[src/rtl/dmem_pkg.sv]
// Shared types and helpers for the MEM-stage data memory.
//   size_e       : access size encoding (3 is illegal)
//   byte_enables : per-lane write strobe for a size at a byte lane
//   load_extend  : shift a read word down to its lane and sign/zero extend
// Helpers work on MAX_N-bit words; callers cast to their own width.
package dmem_pkg;

  localparam int unsigned MAX_LANES = 16;
  localparam int unsigned MAX_N     = 8 * MAX_LANES;

  typedef enum logic [1:0] {
    BYTE = 2'd0,
    HALF = 2'd1,
    WORD = 2'd2
  } size_e;

  // Strobe for the selected bytes; lanes = number of byte lanes in a word.
  function automatic logic [MAX_LANES-1:0] byte_enables(input size_e size,
                                                        input int unsigned lane,
                                                        input int unsigned lanes);
    logic [MAX_LANES-1:0] be;
    be = '0;
    case (size)
      BYTE:    be = MAX_LANES'(1) << lane;
      HALF:    be = MAX_LANES'(3) << lane;
      WORD:    be = (MAX_LANES'(1) << lanes) - MAX_LANES'(1);
      default: be = '0;
    endcase
    return be;
  endfunction

  // Lane shift followed by sign (or zero, when is_unsigned) extension.
  function automatic logic [MAX_N-1:0] load_extend(input logic [MAX_N-1:0] word,
                                                   input size_e size,
                                                   input int unsigned lane,
                                                   input logic is_unsigned);
    logic [MAX_N-1:0] sh;
    logic [MAX_N-1:0] res;
    sh = word >> (8 * lane);
    case (size)
      BYTE:    res = is_unsigned ? {{(MAX_N-8){1'b0}}, sh[7:0]}
                                 : {{(MAX_N-8){sh[7]}}, sh[7:0]};
      HALF:    res = is_unsigned ? {{(MAX_N-16){1'b0}}, sh[15:0]}
                                 : {{(MAX_N-16){sh[15]}}, sh[15:0]};
      default: res = sh;
    endcase
    return res;
  endfunction

endpackage

[src/rtl/dmem_load_align.sv]
// Combinational load alignment: selects the addressed byte/half/word from a
// read word and extends it to N bits.
//   word        : raw word read from memory
//   size        : access size
//   lane        : byte lane of the access within the word
//   is_unsigned : zero-extend instead of sign-extend
//   rdata_c     : aligned, extended load data (combinational)
module dmem_load_align
  import dmem_pkg::*;
#(
  parameter  int unsigned N      = 32,
  localparam int unsigned LANE_W = $clog2(N / 8)
) (
  input  logic [N-1:0]      word,
  input  size_e             size,
  input  logic [LANE_W-1:0] lane,
  input  logic              is_unsigned,
  output logic [N-1:0]      rdata_c
);

  always_comb begin
    rdata_c = N'(load_extend(MAX_N'(word), size, 32'(lane), is_unsigned));
  end

endmodule

[src/rtl/data_memory_lsu.sv]
// Byte-addressed data memory for the RV32 MEM stage. Byte/half/word loads
// and stores, byte-enable writes, sign/zero-extended loads, fault flagging,
// one in-order response per request after READ_LATENCY cycles.
//   clk, rstn       : clock, synchronous active-low reset
//   req_valid       : request present this cycle (no back-pressure)
//   req_write       : 1 = store, 0 = load
//   req_size        : BYTE/HALF/WORD, 3 is illegal
//   req_unsigned    : zero-extend loads
//   req_addr        : byte address
//   req_wdata       : store data (low bits used for narrow stores)
//   rsp_valid       : one-cycle response strobe
//   rsp_rdata       : extended load data, 0 for stores/faults/idle
//   rsp_fault       : misaligned, out of range or illegal size
module data_memory_lsu
  import dmem_pkg::*;
#(
  parameter int unsigned N            = 32,
  parameter int unsigned DEPTH        = 64,
  parameter int unsigned READ_LATENCY = 1
) (
  input  logic         clk,
  input  logic         rstn,
  input  logic         req_valid,
  input  logic         req_write,
  input  logic [1:0]   req_size,
  input  logic         req_unsigned,
  input  logic [N-1:0] req_addr,
  input  logic [N-1:0] req_wdata,
  output logic         rsp_valid,
  output logic [N-1:0] rsp_rdata,
  output logic         rsp_fault
);

  localparam int unsigned LANES  = N / 8;
  localparam int unsigned LANE_W = $clog2(LANES);
  localparam int unsigned IDX_W  = $clog2(DEPTH);

  logic [N-1:0] mem [DEPTH];

  size_e             size_c;
  logic [IDX_W-1:0]  idx_c;
  logic [LANE_W-1:0] lane_c;
  logic [N-1:0]      word_addr_c;
  logic              misalign_c;
  logic              fault_c;
  logic [LANES-1:0]  be_c;
  logic [N-1:0]      wdata_rep_c;

  logic [N-1:0]      rd_word;
  logic              s1_valid;
  logic              s1_fault;
  logic              s1_load;
  size_e             s1_size;
  logic [LANE_W-1:0] s1_lane;
  logic              s1_unsigned;
  logic [N-1:0]      align_c;
  logic [N-1:0]      s1_data_c;

  // Request decode: word index, lane, fault conditions, byte enables.
  always_comb begin
    size_c      = size_e'(req_size);
    idx_c       = req_addr[LANE_W +: IDX_W];
    lane_c      = req_addr[LANE_W-1:0];
    word_addr_c = req_addr >> LANE_W;
    misalign_c  = ((size_c == HALF) && req_addr[0]) ||
                  ((size_c == WORD) && (lane_c != '0));
    fault_c     = (req_size == 2'd3) || misalign_c || (word_addr_c >= N'(DEPTH));
    be_c        = LANES'(byte_enables(size_c, 32'(lane_c), LANES));
  end

  // Replicate narrow store data across every lane so the enables pick it up.
  always_comb begin
    wdata_rep_c = req_wdata;
    for (int unsigned b = 0; b < LANES; b++) begin
      case (size_c)
        BYTE:    wdata_rep_c[8*b +: 8] = req_wdata[7:0];
        HALF:    wdata_rep_c[8*b +: 8] = req_wdata[8*(b%2) +: 8];
        default: wdata_rep_c[8*b +: 8] = req_wdata[8*b +: 8];
      endcase
    end
  end

  // Per-byte write; faulting stores and stores during reset are dropped.
  always_ff @(posedge clk) begin
    if (rstn && req_valid && req_write && !fault_c) begin
      for (int unsigned b = 0; b < LANES; b++) begin
        if (be_c[b]) begin
          mem[idx_c][8*b +: 8] <= wdata_rep_c[8*b +: 8];
        end
      end
    end
  end

  // Synchronous read; a store from the previous cycle has already landed.
  always_ff @(posedge clk) begin
    if (req_valid && !req_write) begin
      rd_word <= mem[idx_c];
    end
  end

  // First pipeline stage: control travelling alongside the read word.
  always_ff @(posedge clk) begin
    if (!rstn) begin
      s1_valid    <= 1'b0;
      s1_fault    <= 1'b0;
      s1_load     <= 1'b0;
      s1_size     <= BYTE;
      s1_lane     <= '0;
      s1_unsigned <= 1'b0;
    end else begin
      s1_valid    <= req_valid;
      s1_fault    <= req_valid && fault_c;
      s1_load     <= req_valid && !req_write && !fault_c;
      s1_size     <= size_c;
      s1_lane     <= lane_c;
      s1_unsigned <= req_unsigned;
    end
  end

  dmem_load_align #(.N(N)) u_align (
    .word        (rd_word),
    .size        (s1_size),
    .lane        (s1_lane),
    .is_unsigned (s1_unsigned),
    .rdata_c     (align_c)
  );

  // Data is zero for stores, faults and idle slots.
  always_comb begin
    s1_data_c = s1_load ? align_c : '0;
  end

  if (READ_LATENCY == 2) begin : g_lat2
    logic         s2_valid;
    logic         s2_fault;
    logic [N-1:0] s2_rdata;

    // Extra register stage after alignment.
    always_ff @(posedge clk) begin
      if (!rstn) begin
        s2_valid <= 1'b0;
        s2_fault <= 1'b0;
        s2_rdata <= '0;
      end else begin
        s2_valid <= s1_valid;
        s2_fault <= s1_fault;
        s2_rdata <= s1_data_c;
      end
    end

    assign rsp_valid = s2_valid;
    assign rsp_fault = s2_fault;
    assign rsp_rdata = s2_rdata;
  end else begin : g_lat1
    assign rsp_valid = s1_valid;
    assign rsp_fault = s1_fault;
    assign rsp_rdata = s1_data_c;
  end

endmodule
[config.mk]
export PLATFORM = sky130hd
export DESIGN_NAME = data_memory_lsu
export DESIGN_NICKNAME = d
export VERILOG_FILES = /design/src/rtl/dmem_pkg.sv /design/src/rtl/dmem_load_align.sv /design/src/rtl/data_memory_lsu.sv
export SDC_FILE = /design/constraint.sdc
export NUM_CORES = 2
export LEC_CHECK = 0
export BUFFER_PORTS_ARGS = -buffer_cell sky130_fd_sc_hd__buf_2
export CAP_MARGIN = 5
export CELL_PAD_IN_SITES_DETAIL_PLACEMENT = 0
export CELL_PAD_IN_SITES_GLOBAL_PLACEMENT = 1
export CORE_UTILIZATION = 45
export DETAILED_ROUTE_END_ITERATION = 6
export PLACE_DENSITY_LB_ADDON = 0.1
export RECOVER_POWER = 100
export SKIP_CTS_REPAIR_TIMING = 1
export SLEW_MARGIN = 20
export SYNTH_ARGS = -nofsm -noshare
export SYNTH_HDL_FRONTEND = slang
export SYNTH_SLANG_ARGS = --single-unit
[constraint.sdc]
create_clock -name clk -period 9.4 [get_ports clk]
set_clock_uncertainty 0.2 [all_clocks]
set_input_delay 2.35 -clock clk [delete_from_list [all_inputs] [get_ports clk]]
set_output_delay 2.35 -clock clk [all_outputs]
set_load 0.01 [all_outputs]
==> flow_metrics.tcl <==
set metrics [dict create \
    status "finished with violations" \
    violations "max-capacitance violations, max-slew violations" \
    seqPwrFrac 0.529 \
    ys_seq_area_frac 0.762 \
    cts_tree "yes" \
    final_common_cell "edfxtp_1" \
    hold_viol_final 0 \
    clockBufferDepth 3 \
    timing.rr.start "mem[42][3]" \
    p_per_area_mw_per_mm2 213 \
    syn_inst 4472 \
    tns_ns 0 \
    instances_no_fill 7141 \
    period_needed_ns 7.47 \
    clockPowerShare 0.419 \
    ioPinCount 105 \
    max_freq_mhz 134 \
    power_switching_mw 4.34 \
    dp_cells 6729 \
    dieArea_mm2 0.184 \
    synth_top_family_by_area "multiplexers" \
    synth_warnings 0 \
    path_max_fanout 60 \
    drt_iter0_drc 5107 \
    grt_pass1_wl_um 335000 \
    antenna_found_initial 13 \
    core-area_mm2 0.181 \
    nets 4649 \
    gp_congestion 0.836 \
    p_int_mw 15.2 \
    cts.sinks 2088 \
    routedWlPerCell_um 33.6 \
    cts_buffers 217 \
    ys_types 60 \
    ant_nets 0 \
    synth_nets 4543 \
    synth_compound_area_frac 0.0593 \
    areaGrowthSynthToFinish_pct 11.8 \
    slowest_stage "clkbuf_1" \
    drc 0 \
    rsz0062_at_grt "false" \
    synth_area_leaders "edfxtp_1 (76%), mux4_2 (6.9%), mux2i_1 (4.5%)" \
    synthAdderAreaFrac 0 \
    finalSetupViolations 0 \
    combinationalPowerShare 0.053 \
    critical_path_required_ns 9.80 \
    wirelength_um 240000 \
    ir_worst_vdd_mv 0.149 \
    worst_slew_pin_slew_ns 3.62 \
    path_class "input port to flip-flop" \
    num_rows 156 \
    layout-drive-gt1-share 0.170 \
    synth_area_mm2 0.0822 \
    port-buffer-count 104 \
    period_share 0.795 \
    grt_use_total 0.259 \
    hp-start "mem[57][31]" \
    ys_ff_latch 2088 \
    hold_class "flip-flop to flip-flop" \
    start_util 0.454 \
    clkSlewWorstSetupHoldPaths_ns 0.06 \
    synth_mux_area_frac 0.120 \
    synthXorXnorAreaFrac 0 \
    synth-main-ff-cell "edfxtp_1" \
    worstPathCellList "buf_8, clkbuf_1, nand2b_4, buf_4, o22ai_1, a211o_1, a22oi_1, nand4_1" \
    yosys.area_share.simple 0.0410 \
    post-dp-hpwl_um 145000 \
    grt-ovfl-total 0 \
    p_leak_nw 29.1 \
    die_x_um 429 \
    slew_headroom -1.41 \
    max-cap-violations 18 \
    p_sw_frac 0.221 \
    drt_pass1_iterations 5 \
    via_per_inst 6.10 \
    grt_max_degree 106 \
    vias 43583 \
    yosysTopAreaCell "edfxtp_1" \
    cp_top_family "buffers and inverters" \
    synth_top_area_frac 0.760 \
    die_h_um 429 \
    critPathCaptureType "flip-flop" \
    asyncSetResetFlopFracSynth 0 \
    start_kind "input port" \
    clk_latency_ns 0.86 \
    htree_levels 4 \
    worstPathArrival_ns 7.87 \
    slew_violations 1026 \
    cpPeakStageDelay_ns 2.45 \
    avgSynthCellArea_um2 18.4 \
    grt_pass1_vias 42579 \
    path_buf_inv 3 \
    crit_start "req_addr[3]" \
    final_cell_mix "edfxtp_1 (2080), mux2i_1 (370), nor2_1 (366), mux4_2 (252), clkbuf_16 (218)" \
    synth-edff-count 2080 \
    clockRootBuffer "clkbuf_16" \
]
final cells by class:
cell class	count	area, µm²
Fill cell	14778	89300
Sequential cell	2088	62600
Multi-Input combinational cell	2068	18300
Clock buffer	270	5650
Tap cell	2370	2970
Timing Repair Buffer	200	1230
Clock inverter	128	1030
Antenna cell	14	35.0
Inverter	3	18.8
worst paths after layout:
path            endpoint  slack [ns]  depth (start not counted)
max           rd_word[3]        1.93                          8
min          rd_word[31]        0.51                          3
max reg2reg   rd_word[3]        6.77                          5
min reg2reg  rd_word[31]        0.51                          3
registers in the layout, summed over array words and instances (netlist names):
name / flops
s1_unsigned: 1
s1_lane: 2
mem: 2048
s1_load: 1
rsp_fault: 1
rsp_valid: 1
rd_word: 32
s1_size: 2
worst reg2reg max path, delay by kind of cell (launching register included):
kind / cells / cell delay, ns
and+or+nand+nor: 2 / 0.79
AOI/OAI and AO/OA: 1 / 0.15
DFF: 1 / 0.36
muxes: 2 / 0.71
cell usage after synthesis (6+ instances only):
cell,number
nand2b_1,11
or3b_2,56
mux2_2,40
buf_1,27
mux2i_1,370
edfxtp_1,2080
mux4_2,252
a211o_1,54
nor4_1,6
clkbuf_1,137
nor2_1,367
o22ai_1,169
o21ai_0,78
a22o_1,56
a21oi_1,82
nand3_1,62
nand2_1,130
nand4_1,36
a22oi_1,57
buf_2,129
o211a_1,7
and2_1,8
a21boi_0,10
a221oi_1,130
and3_1,6
buf_4,12
nor2b_1,13
dfxtp_1,8
buf_6,7
o21a_1,8
kinds of logic after synthesis:
kind of cell	Yosys count
DFF	2088
and+or+nand+nor	720
AOI/OAI and AO/OA	684
muxes	664
buffers and inverters	316
per-stage QoR:
step            util  worst slack, ns  area, µm²  hold slack, ns  power, mW
2_1_floorplan      -             2.88      82200           0.426       11.1
3_3_place_gp   0.471             2.94      85300           0.476       11.6
3_5_place_dp   0.471             2.94      85300           0.491       11.6
4_1_cts        0.508             3.52      92000           0.505       19.7
5_1_grt        0.507             1.77      91800           0.527       20.1
6_report       0.507             1.93      91800           0.509       19.6
power by group through the flow:
stage / registers, mW / logic [mW] / clock network [mW]
after global placement: 10.5 / 1.03 / 0
after global routing: 10.4 / 1.09 / 8.67
after CTS: 10.3 / 1.05 / 8.31
after detailed placement: 10.5 / 1.04 / 0
after floorplan: 10.5 / 0.599 / 0
final: 10.4 / 1.03 / 8.20
layer usage:
layer,vias to the layer above,track usage,part of all wire
met1,23108,0.369,0.43
met4,4,0.0790,0.030
met5,-,0,0.000092
li1,18496,-,-
met3,356,0.0404,0.067
met2,1619,0.412,0.48
(Power assumes the default switching activity.)
